`src/rtl/regfile_pkg.sv`:
```
// Shared sizes, state encoding and request type for the register-file write controller.
package regfile_pkg;

    localparam int DATA_W     = 8;
    localparam int ADDR_W     = 3;
    localparam int NREG       = 8;
    localparam int WBUF_DEPTH = 4;

    // Width of the buffered-entry count; must hold 0..WBUF_DEPTH inclusive.
    localparam int CNT_W      = $clog2(WBUF_DEPTH + 1);

    typedef enum logic [1:0] {
        IDLE  = 2'd0,
        DRAIN = 2'd1,
        CLEAR = 2'd2
    } state_t;

    typedef struct packed {
        logic [ADDR_W-1:0] addr;
        logic [DATA_W-1:0] data;
    } wr_req_t;

    function automatic logic [NREG-1:0] addr_onehot(input logic [ADDR_W-1:0] addr);
        logic [NREG-1:0] sel;
        sel       = '0;
        sel[addr] = 1'b1;
        return sel;
    endfunction

endpackage

```
`src/rtl/wr_fifo.sv`:
```
// Synchronous in-order FIFO with a flush that empties it in one edge.
// Flush wins over push and pop; push when full and pop when empty are ignored.
module wr_fifo #(
    parameter int WIDTH = 11,
    parameter int DEPTH = 4
) (
    input  logic                       clk,
    input  logic                       rst,
    input  logic                       push,
    input  logic [WIDTH-1:0]           push_data,
    input  logic                       pop,
    input  logic                       flush,
    output logic [WIDTH-1:0]           head,
    output logic [$clog2(DEPTH+1)-1:0] count,
    output logic                       full,
    output logic                       empty
);

    localparam int PTR_W = (DEPTH > 1) ? $clog2(DEPTH) : 1;
    localparam int CNT_W = $clog2(DEPTH + 1);

    logic [WIDTH-1:0] mem [DEPTH];
    logic [PTR_W-1:0] wr_ptr;
    logic [PTR_W-1:0] rd_ptr;
    logic             do_push;
    logic             do_pop;

    assign full    = (count == CNT_W'(DEPTH));
    assign empty   = (count == '0);
    assign do_push = push & ~full & ~flush;
    assign do_pop  = pop & ~empty & ~flush;
    assign head    = mem[rd_ptr];

    // Storage is data path only; contents are meaningless while count is zero.
    always_ff @(posedge clk) begin
        if (do_push) begin
            mem[wr_ptr] <= push_data;
        end
    end

    // Pointers and occupancy; explicit wrap so non-power-of-two depths work.
    always_ff @(posedge clk or posedge rst) begin
        if (rst) begin
            wr_ptr <= '0;
            rd_ptr <= '0;
            count  <= '0;
        end else if (flush) begin
            wr_ptr <= '0;
            rd_ptr <= '0;
            count  <= '0;
        end else begin
            if (do_push) begin
                wr_ptr <= (wr_ptr == PTR_W'(DEPTH - 1)) ? '0 : wr_ptr + PTR_W'(1);
            end
            if (do_pop) begin
                rd_ptr <= (rd_ptr == PTR_W'(DEPTH - 1)) ? '0 : rd_ptr + PTR_W'(1);
            end
            if (do_push && !do_pop) begin
                count <= count + CNT_W'(1);
            end else if (do_pop && !do_push) begin
                count <= count - CNT_W'(1);
            end
        end
    end

endmodule

```
`src/rtl/regfile_wr_ctrl.sv`:
```
// Register-file write controller: accepted writes are buffered in order and
// committed one per cycle into eight registers; a clear request discards the
// buffer and zeroes the registers in an ascending one-per-cycle sweep.
//
//   state | meaning
//   ------+---------------------------------------------------------------
//   IDLE  | write buffer empty; waiting for a request or a clear
//   DRAIN | buffer non-empty; head commits on every edge with HOLD_i low
//   CLEAR | zeroing registers 0..7 one per cycle; requests are refused
module regfile_wr_ctrl
    import regfile_pkg::*;
(
    input  logic              CLK_i,
    input  logic              RST_i,
    input  logic              WR_VALID_i,
    input  logic [ADDR_W-1:0] WR_ADDR_i,
    input  logic [DATA_W-1:0] WR_DATA_i,
    output logic              WR_READY_o,
    input  logic              HOLD_i,
    input  logic              CLR_i,
    output logic [DATA_W-1:0] REG_DATA0_o,
    output logic [DATA_W-1:0] REG_DATA1_o,
    output logic [DATA_W-1:0] REG_DATA2_o,
    output logic [DATA_W-1:0] REG_DATA3_o,
    output logic [DATA_W-1:0] REG_DATA4_o,
    output logic [DATA_W-1:0] REG_DATA5_o,
    output logic [DATA_W-1:0] REG_DATA6_o,
    output logic [DATA_W-1:0] REG_DATA7_o,
    output logic [NREG-1:0]   COMMIT_EN_o,
    output logic [CNT_W-1:0]  PENDING_o,
    output logic              BUSY_o
);

    state_t            state;
    state_t            next_state;
    logic [ADDR_W-1:0] clr_idx;
    logic [ADDR_W-1:0] clr_idx_next;

    logic [DATA_W-1:0] regs [NREG];
    logic [NREG-1:0]   commit_en;

    wr_req_t           push_req;
    wr_req_t           fifo_head;
    logic [CNT_W-1:0]  fifo_count;
    logic              fifo_full;
    logic              fifo_empty;
    logic              fifo_pop;
    logic              fifo_flush;
    logic              accept;

    logic              reg_we;
    logic [ADDR_W-1:0] reg_sel;
    logic [DATA_W-1:0] reg_wdata;

    // Ready is combinational on RST_i and CLR_i so that a clearing cycle or a
    // reset never accepts a request; a full buffer refuses even if it pops.
    assign WR_READY_o = ~fifo_full & (state != CLEAR) & ~RST_i & ~CLR_i;
    assign accept     = WR_VALID_i & WR_READY_o;
    assign push_req   = '{addr: WR_ADDR_i, data: WR_DATA_i};

    wr_fifo #(
        .WIDTH ($bits(wr_req_t)),
        .DEPTH (WBUF_DEPTH)
    ) u_wr_fifo (
        .clk       (CLK_i),
        .rst       (RST_i),
        .push      (accept),
        .push_data (push_req),
        .pop       (fifo_pop),
        .flush     (fifo_flush),
        .head      (fifo_head),
        .count     (fifo_count),
        .full      (fifo_full),
        .empty     (fifo_empty)
    );

    // State register and clear-sweep index.
    always_ff @(posedge CLK_i or posedge RST_i) begin
        if (RST_i) begin
            state   <= IDLE;
            clr_idx <= '0;
        end else begin
            state   <= next_state;
            clr_idx <= clr_idx_next;
        end
    end

    // Next state, buffer control and the single register write port.
    always_comb begin
        next_state   = state;
        clr_idx_next = clr_idx;
        fifo_pop     = 1'b0;
        fifo_flush   = 1'b0;
        reg_we       = 1'b0;
        reg_sel      = '0;
        reg_wdata    = '0;

        unique case (state)
            IDLE: begin
                if (CLR_i) begin
                    fifo_flush   = 1'b1;
                    clr_idx_next = '0;
                    next_state   = CLEAR;
                end else if (accept) begin
                    next_state = DRAIN;
                end
            end

            DRAIN: begin
                if (CLR_i) begin
                    fifo_flush   = 1'b1;
                    clr_idx_next = '0;
                    next_state   = CLEAR;
                end else begin
                    if (!HOLD_i && !fifo_empty) begin
                        fifo_pop  = 1'b1;
                        reg_we    = 1'b1;
                        reg_sel   = fifo_head.addr;
                        reg_wdata = fifo_head.data;
                    end
                    if (fifo_pop && (fifo_count == CNT_W'(1)) && !accept) begin
                        next_state = IDLE;
                    end
                end
            end

            CLEAR: begin
                reg_we       = 1'b1;
                reg_sel      = clr_idx;
                reg_wdata    = '0;
                clr_idx_next = clr_idx + ADDR_W'(1);
                if (clr_idx == ADDR_W'(NREG - 1)) begin
                    next_state = IDLE;
                end
            end

            default: begin
                next_state = IDLE;
            end
        endcase
    end

    // Register array and the one-cycle commit strobe for whichever entry was written.
    always_ff @(posedge CLK_i or posedge RST_i) begin
        if (RST_i) begin
            for (int i = 0; i < NREG; i++) begin
                regs[i] <= '0;
            end
            commit_en <= '0;
        end else begin
            commit_en <= reg_we ? addr_onehot(reg_sel) : '0;
            if (reg_we) begin
                regs[reg_sel] <= reg_wdata;
            end
        end
    end

    assign REG_DATA0_o = regs[0];
    assign REG_DATA1_o = regs[1];
    assign REG_DATA2_o = regs[2];
    assign REG_DATA3_o = regs[3];
    assign REG_DATA4_o = regs[4];
    assign REG_DATA5_o = regs[5];
    assign REG_DATA6_o = regs[6];
    assign REG_DATA7_o = regs[7];

    assign COMMIT_EN_o = commit_en;
    assign PENDING_o   = fifo_count;
    assign BUSY_o      = (state == CLEAR);

endmodule

```
`config.mk`:
```
export PLATFORM = sky130hd
export DESIGN_NAME = regfile_wr_ctrl
export DESIGN_NICKNAME = d
export VERILOG_FILES = /design/src/rtl/regfile_pkg.sv /design/src/rtl/wr_fifo.sv /design/src/rtl/regfile_wr_ctrl.sv
export SDC_FILE = /design/constraint.sdc
export NUM_CORES = 1
export LEC_CHECK = 0
export CAP_MARGIN = 5
export CORE_MARGIN = 2
export CORE_UTILIZATION = 55
export DETAILED_ROUTE_END_ITERATION = 8
export GPL_TIMING_DRIVEN = 0
export PLACE_DENSITY_LB_ADDON = 0.05
export SLEW_MARGIN = 20
export SYNTH_ARGS = -nofsm -noshare
export SYNTH_HDL_FRONTEND = slang
export SYNTH_SLANG_ARGS = --single-unit
```
`constraint.sdc`:
```
create_clock -name CLK_i -period 5.7 [get_ports CLK_i]
set_clock_uncertainty 0.1 [all_clocks]
set_input_delay 1.71 -clock CLK_i [delete_from_list [all_inputs] [get_ports CLK_i]]
set_output_delay 1.71 -clock CLK_i [all_outputs]
set_load 0.02 [all_outputs]
```
==> impl_metrics.toml <==
[outcome]
status = "completed"

[yosys]
ys_types = 38
synth_ff_type = "dfrtp_1"
synth-edff-count = 44
yosys_warnings = 0
synth_xor_area_share_pct = 0
synth_fp_nets = 365
ys_top_cells_by_area = "dfrtp_1 39%, edfxtp_1 25%, mux2_2 14%"
netlist_area_sq_mm = 0.00534
ys_ff_latch = 128
async_flop_share_pct = 65.6
synthAdderAreaFrac_pct = 3.28
synth_top_area_share_pct = 39.4
synth_simple_gate_area_share_pct = 6.85
synth_top_family_by_area = "multiplexers"
avgSynthCellArea_sq_um = 15.9
synth_compound_area_share_pct = 4.48
synthCells = 335
synth.area.mux_share_pct = 18.9
seq_area_frac_synth_pct = 64.2
yosysTopAreaCell = "dfrtp_1"

[sta]
rsz0062_at_grt = "false"
timing.final.crit_share_pct = 95.3
setup_viol = 0
layout_setup_ws_ps = 266
slew_headroom_pct = 55.1
fin_crit_ps = 5430
hold_viol = 0
slew_viol_final = 0
setup_tns_ps = 0
worstMarginPinSlew_ps = 672
fmax_ghz = 0.184

[placement]
placement.io_buffers = 92
place_ws_ps = 285
routabilityCongestion = 0.773
hpwl_microns = 7140

[detailed_routing]
totalWireLength_microns = 10700
drtPass1Iterations = 4
via_count = 3173
viasPerCell = 5.39
wl_per_cell_microns = 18.1
drtIter0Drc = 127
ant_nets = 0
drc = 0

[clocking]
ctsRootBufferMaster = "clkbuf_8"
cts_tree = "done"
cts_sinks = 128
cts_made_buffers = 17
clk_pin_slew_ps = 60
clock_latency_ps = 510
htreeDepth = 4
cts.path.max_buffers = 2
cts_setup_buffers = 0
cts_hold_buf = 0
ctsResizeCount = 0

[min_path]
hold_path.class = "reg2reg"
hold_depth = 1
worstHoldStart = "REG_DATA3_o[3]"
whs_endpoint = "REG_DATA3_o[3]"

[final_layout]
multi_input_area_sq_mm = 0.00179
seqCellArea_sq_mm = 0.00342
drive_above_1_share_pct = 27.6
finalNetCount = 477
fill_cells = 595
mostFrequentLayoutCells = "92 x clkdlybuf4s50_1, 84 x dfrtp_1, 64 x mux2_2"
area_growth_pct = 31.1
layout_commonest_cell = "clkdlybuf4s50_1"
antenna_cells = 0

[grt]
antenna_found_initial = 0
grt_start_max_net_pins = 62
grt_use_total_pct = 22.0
grt_pass1_wl_microns = 16800
grt_pass1_vias = 3206
overflow = 0

[die]
initial_core_util_pct = 57.2
dieHeight_microns = 102
core-area_sq_mm = 0.00933
ios = 93
num_rows = 35
die_area_sq_mm = 0.0105
die_x_microns = 102

[worst_setup_path]
rr_endpoint = "REG_DATA2_o[7]"
slowest_delay_ps = 740
worst_ep_arrival_time_ps = 3620
r2r_setup_slack_ps = 2920
reg2reg_from = "state[1]"
reg2reg_depth = 9
cpMaxStageDelayCell = "clkdlybuf4s50_1"
start_kind = "primary input"
required_ps = 3890
cpMostUsedCell = "clkdlybuf4s50_1"
critPathKind = "in2out"
path_max_fanout = 8
cp-end-kind = "output port"
path_cells = "clkdlybuf4s50_1 > a2111oi_2 > clkdlybuf4s50_1"

[power]
ir_worst_vdd_uv = 220
power_density_mw_per_mm2 = 342
p_leak_uw = 0.00305

[flow_run]
cap_violations = 0
-- worst max path at each step --
stage                     start    endpoint  slack, ps  cells after the start
after floorplan           RST_i  WR_READY_o       1400                      1
after global placement    CLR_i  WR_READY_o        330                      3
after detailed placement  CLR_i  WR_READY_o        280                      3
after CTS                 CLR_i  WR_READY_o        270                      3
after global routing      CLR_i  WR_READY_o        140                      3
final                     CLR_i  WR_READY_o        270                      3
-- critical path, delay by kind of cell --
kind	cells	cell delay [ps]
AO/OA/AOI/OAI	1	640
buffers and inverters	2	1270
-- cells in the mapped netlist, types with 5 or more instances --
cell type  count
mux4_2        10
inv_1         14
mux2i_1        5
nand2_1        8
clkbuf_1       9
ha_1          14
mux2_2        64
and2_1        11
and3_1         5
dfrtp_1       84
nor2_1         8
nand3_1        6
a21oi_1        9
edfxtp_1      44
-- layer usage --
metal | vias up | wire length, microns | global-route usage, %
met5 | - | 0 | 0
met4 | 0 | 40 | 6.46
met3 | 2 | 670 | 7.39
met2 | 87 | 5460 | 35.6
met1 | 1629 | 4490 | 28.7
li1 | 1455 | - | -
-- through the flow --
step                total power, uW  utilization, %  area [sq um]  instances  hold slack (ps)
global route                   2500            75.0          7000        589              418
finish                         2390            75.0          7000        589              403
CTS                            2400            75.0          7000        589              407
floorplan                      1300               -          5340        335              384
detailed placement             1410            69.1          6450        557              393
global placement               1400            68.8          6420        556              387
-- layout make-up --
type	instances	area share, %
sequential	128	48.9
clock buffer	18	5.97
timing repair buffer	93	13.6
buffer	15	1.04
inverter	14	0.787
clock inverter	14	1.86
multi-input combinational	178	25.5
tap	129	2.31
-- where the power goes --
| part | switching (uW) | total (uW) | leakage [uW] | internal [uW] |
|---|---|---|---|---|
| logic | 216 | 372 | 0.00122 | 156 |
| clock network | 411 | 996 | 0.000272 | 585 |
| registers | 32.4 | 1030 | 0.00156 | 993 |
| total | 660 | 2390 | 0.00305 | 1730 |
-- logic make-up after synthesis --
group | after synthesis
AOI/OAI and AO/OA | 28
adders and majority gates | 14
buffers and inverters | 29
DFF | 128
muxes | 80
and+or+nand+nor | 56
-- registers in the layout (all words and copies together), names as in the netlist --
signal,flops
u_wr_fifo.mem,44
COMMIT_EN_o,8
REG_DATA0_o,8
REG_DATA1_o,8
REG_DATA2_o,8
REG_DATA3_o,8
REG_DATA4_o,8
REG_DATA5_o,8
REG_DATA6_o,8
REG_DATA7_o,8
clr_idx,3
u_wr_fifo.count,3
state,2
u_wr_fifo.rd_ptr,2
u_wr_fifo.wr_ptr,2
Note: power is estimated with default switching activity, not from simulation.
